<file path="src/rtl/regfile_read_port.sv">
// Read side of a 16-entry register file: one-hot wordline writes, a busy
// scoreboard of pending writes, and a dual-operand read port with a registered response.
module regfile_read_port #(
  parameter int DATA_WIDTH = 16,
  parameter int NUM_REGS   = 16
) (
  input  logic                  clk,
  input  logic                  rst_n,
  input  logic [NUM_REGS-1:0]   WriteWordline,
  input  logic [DATA_WIDTH-1:0] WriteData,
  input  logic                  IssueValid,
  input  logic [3:0]            IssueDst,
  input  logic                  ReqValid,
  output logic                  ReqReady,
  input  logic [3:0]            SrcReg1,
  input  logic [3:0]            SrcReg2,
  output logic                  RspValid,
  input  logic                  RspReady,
  output logic [DATA_WIDTH-1:0] SrcData1,
  output logic [DATA_WIDTH-1:0] SrcData2,
  output logic [NUM_REGS-1:0]   BusyVec
);

  logic [DATA_WIDTH-1:0] r_regs [NUM_REGS];
  logic [NUM_REGS-1:0]   r_busy;
  logic                  r_rsp_valid;
  logic [DATA_WIDTH-1:0] r_src1;
  logic [DATA_WIDTH-1:0] r_src2;

  logic                  w_ok1;
  logic                  w_ok2;
  logic                  w_ready;
  logic                  w_fire;
  logic [DATA_WIDTH-1:0] w_data1;
  logic [DATA_WIDTH-1:0] w_data2;

  // An operand is usable if it is R0, not pending, or its producer writes this cycle.
  assign w_ok1 = (SrcReg1 == 4'd0) || !r_busy[SrcReg1] || WriteWordline[SrcReg1];
  assign w_ok2 = (SrcReg2 == 4'd0) || !r_busy[SrcReg2] || WriteWordline[SrcReg2];

  // Handshake: a request transfers on a cycle with ReqValid && ReqReady; a
  // response retires on a cycle with RspValid && RspReady. ReqReady looks at
  // the source IDs combinationally but never at ReqValid.
  assign w_ready = (!r_rsp_valid || RspReady) && w_ok1 && w_ok2;
  assign w_fire  = ReqValid && w_ready;

  // Same-cycle writes bypass the array so the accepted data is never stale.
  assign w_data1 = (SrcReg1 == 4'd0)        ? '0 :
                   WriteWordline[SrcReg1]   ? WriteData : r_regs[SrcReg1];
  assign w_data2 = (SrcReg2 == 4'd0)        ? '0 :
                   WriteWordline[SrcReg2]   ? WriteData : r_regs[SrcReg2];

  always_ff @(posedge clk) begin
    if (!rst_n) begin
      for (int i = 0; i < NUM_REGS; i++) begin
        r_regs[i] <= '0;
      end
      r_busy      <= '0;
      r_rsp_valid <= 1'b0;
      r_src1      <= '0;
      r_src2      <= '0;
    end else begin
      // R0 is hardwired: its wordline bit and issues to it are ignored.
      r_regs[0] <= '0;
      r_busy[0] <= 1'b0;
      for (int i = 1; i < NUM_REGS; i++) begin
        if (WriteWordline[i]) begin
          r_regs[i] <= WriteData;
        end
        // A new issue outranks a completing write: the newer producer owns the register.
        if (IssueValid && (IssueDst == 4'(i))) begin
          r_busy[i] <= 1'b1;
        end else if (WriteWordline[i]) begin
          r_busy[i] <= 1'b0;
        end
      end

      if (w_fire) begin
        r_rsp_valid <= 1'b1;
        r_src1      <= w_data1;
        r_src2      <= w_data2;
      end else if (RspReady) begin
        r_rsp_valid <= 1'b0;
      end
    end
  end

  assign ReqReady = w_ready;
  assign RspValid = r_rsp_valid;
  assign SrcData1 = r_src1;
  assign SrcData2 = r_src2;
  assign BusyVec  = r_busy;

endmodule

</file>
<file path="config.mk">
export PLATFORM = sky130hd
export DESIGN_NAME = regfile_read_port
export DESIGN_NICKNAME = d
export VERILOG_FILES = /design/src/rtl/regfile_read_port.sv
export SDC_FILE = /design/constraint.sdc
export NUM_CORES = 1
export LEC_CHECK = 0
export ABC_AREA = 1
export ABC_CLOCK_PERIOD_IN_PS = 1900
export CORE_MARGIN = 4
export CORE_UTILIZATION = 55
export CTS_BUF_LIST = sky130_fd_sc_hd__clkbuf_4
export DETAILED_ROUTE_END_ITERATION = 10
export HOLD_SLACK_MARGIN = 0.02
export PLACE_DENSITY_LB_ADDON = 0.05
export REMOVE_ABC_BUFFERS = 1
export SLEW_MARGIN = 0
export SYNTH_ARGS = -nofsm -noshare
export SYNTH_HDL_FRONTEND = slang
export SYNTH_SLANG_ARGS = --single-unit
</file>
<file path="constraint.sdc">
create_clock -name clk -period 1.9 [get_ports clk]
set_input_delay 0.19 -clock clk [delete_from_list [all_inputs] [get_ports clk]]
set_output_delay 0.19 -clock clk [all_outputs]
set_load 0.03 [all_outputs]
</file>
==> key figures <==
Critical path
  • Req. time, crit path: 1.71 ns
  • Worst EP arrival: 1.91 ns
  • CP max FO: 4
  • CP startpoint: BusyVec[5]
  • CP Class: reg2out
  • Endpoint class of the critical path: output port
  • RR Startpoint: BusyVec[5]
  • Startpoint Class: flop

Die
  • Die Ht: 175.6 um
  • Die area: 30840 sq um
  • Initial Util: 0.5562
  • Die W: 175.6 um
  • I/O pin count: 99
  • Area of the core: 27780 sq um
  • Rows: 61

Synthesis
  • Yosys Warn Count: 0
  • Share of the synthesized area in the top cell type: 0.4664
  • Synth cell types: 30
  • Register area share after synthesis: 0.5286
  • Mapped Cells: 1890
  • Leading area contributor after synthesis: edfxtp_1
  • Post-synth EDFFs: 240
  • Predominant post-synthesis flop cell: edfxtp_1
  • Synthesized area per cell: 8.176 sq um
  • Post-Syn Area: 15450 sq um
  • Synth Register Bits: 288
  • Async SR Flop Fraction: 0
  • Area contributors post-synth: edfxtp_1 47%, nand2_1 9.7%, nor2_1 6.4%, dfxtp_1 6.2%, a21oi_1 5.7%

Finish
  • Final net count: 2159
  • Seq. cell area: 8180 sq um
  • Area Growth Syn to Fin: 22.75%
  • Multi-input logic area: 5933 sq um
  • Share of cells above drive strength 1: 0.1651
  • Fin util: 0.6828
  • Finished Layout Cells: 2548
  • Final Instance Area: 18970 sq um
  • Fillers: 2416

Power
  • Leak Pwr: 8.333 nW
  • Worst vdd ir: 503.4 uV
  • Total power: 16.62 mW
  • PwrDens: 876.4 nW/um^2

STA
  • Hold Worst Slack: 0.1919 ns
  • Clock skew: 0.08647 ns
  • Hold Vio Cnt, Final: 0
  • Endpoints failing setup: 1
  • Fmax: 475.4 MHz
  • Setup Total Neg Slack: -0.2034 ns
  • Slew @ Worst Pin: 0.5605 ns
  • Slew Viols, Final: 0
  • Worst Setup Slack, final: -0.2034 ns
  • Min cycle time layout: 2.103 ns
  • Max-slew headroom: 0.6235
  • Unrepaired setup endpoints after global routing: yes
  • Final worst-path cycle share: 1.107

Global route
  • First-pass GRT wire length: 82280 um
  • Largest net degree at the start of global routing: 43
  • Gr usage total: 0.3490
  • Vias in the first global route: 14090
  • Antenna violations before repair: 1
  • Total global routing overflow: 0

CTS
  • Clock sink count: 288
  • Htree depth: 3
  • CTS max path bufs: 3
  • Skew-Pair Late Insertion Delay: 0.72 ns
  • CTS tree: built
  • Reg clk slew, reported paths: 0.07 ns
  • Root buffer cell: clkbuf_4
  • Total CTS buffers: 77

Placed design
  • Post-Place Cells: 2403
  • Pre-CTS setup slack: -0.3966 ns
  • Gpl congestion: 0.9677
  • DPL Wire Length: 37590 um
  • DP Area: 17860 sq um
  • PortBufs: 97

Detailed routing
  • Antenna-violating nets left: 0
  • Wirelength per Cell: 21.48 um
  • Iter 0 DRT Violations: 1922
  • Drt total wl: 54730 um
  • Via density: 5.853
  • Via Count: 14910
  • Detailed-route DRC error count: 0
  • Drt pass-1 iters: 6

Outcome
  • Status: finished with violations
  • Failing checks: setup timing

Flow run
  • Max Cap Viol: 0

Hold path
  • Hold Crit Class: in2reg
  • Hold Path Origin: IssueValid
## cells in the mapped netlist (2+ instances only)
| library cell | instances |
|---|---|
| nor3_1 | 2 |
| inv_1 | 177 |
| nand4_1 | 5 |
| o211ai_1 | 98 |
| nor2_1 | 264 |
| buf_1 | 7 |
| inv_2 | 5 |
| edfxtp_1 | 240 |
| inv_4 | 2 |
| buf_2 | 51 |
| nor2_2 | 2 |
| dfxtp_1 | 48 |
| nand2_1 | 399 |
| o221ai_1 | 8 |
| nand3_1 | 167 |
| buf_4 | 13 |
| a21oi_1 | 176 |
| o21ai_1 | 5 |
| o21ai_0 | 129 |
| o22ai_1 | 8 |
| buf_6 | 9 |
| clkbuf_1 | 51 |
| clkinv_1 | 17 |
## cells in the final DEF, fill, tap and decap left out, types with 2 or more instances in the layout
cell and instances:
inv_1 167, nor2_2 3, nand3_2 9, inv_6 2
inv_4 2, buf_12 31, a21oi_1 176, nor2_1 263
inv_2 15, nor3_1 2, nand2_2 9, clkbuf_4 116
o221ai_1 8, clkinv_1 29, nand3_1 158, buf_2 4
o211ai_1 98, clkinvlp_4 2, o22ai_1 8, o21ai_0 127
buf_4 145, dfxtp_1 40, o21ai_1 6, nand2_1 391
clkinv_2 4, dlygate4sd2_1 48, clkdlybuf4s50_1 42, bufinv_16 2
dfxtp_2 7, nand4_1 5, edfxtp_1 240
## critical path, stage by stage (launching register included)
cell     delay (ns)
dfxtp_4        0.36
nand2_2        0.06
o21ai_2        0.05
nand2_1        0.07
nand2_2        0.06
nand2_1        0.06
nand2_1        0.05
inv_1          0.06
nand2_2        0.05
nand2_2        0.08
nand3_2        0.08
inv_2          0.09
buf_6          0.13
## registers in the layout (all words and copies together), names as in the netlist
signal,count
RspValid,1
BusyVec,15
r_regs,240
SrcData2,16
SrcData1,16
## cells by family (layout without fill, tap and decap cells)
| logic type | count (synthesis) | after routing | share of synthesized area |
|---|---|---|---|
| other | 1 | 2 | 0.0002427 |
| flip-flops | 288 | 288 | 0.5286 |
| AO/OA/AOI/OAI | 425 | 425 | 0.1563 |
| buffers and inverters | 332 | 611 | 0.09263 |
| AND/OR/NAND/NOR | 844 | 844 | 0.2223 |
## worst paths after layout
path	end	slack, ns	depth (start not counted)
min reg2reg	BusyVec[6]	0.49	2
max reg2reg	SrcData1[5]	0.23	16
min	BusyVec[13]	0.19	3
max	ReqReady	-0.20	12
## final cells by class
type	instances	area share
Antenna cell	1	0.0001319
Tap cell	378	0.02493
Timing Repair Buffer	272	0.1366
Inverter	201	0.04004
Multi-Input combinational cell	1270	0.3128
Clock buffer	116	0.04591
Sequential cell	288	0.4313
Clock inverter	22	0.008311
## metal layers
layer  track usage  share of wire  up-vias
li1              -              -     6872
met1        0.4834           0.39     6898
met2        0.5445           0.45      997
met3       0.07813           0.13      146
met4        0.1277          0.034        0
met5             0              0        -
## what timing repair did
item / 4_1_cts / 5_1_grt
endpoints found under the hold margin: 23 / 0
gates resized for setup: 69 / 20
hold buffers: 1 / 0
setup endpoints to repair: 49 / 1
buffers inserted: 3 / 2
pin swaps: 6 / 8
## report_power, final
group          internal (mW)  switching, mW  total [mW]  leakage, nW
Combinational           1.10           2.04        3.14         4.76
Sequential              7.42          0.263        7.69         2.96
Clock                   3.07           2.72        5.79        0.606
(Power assumes the default switching activity.)
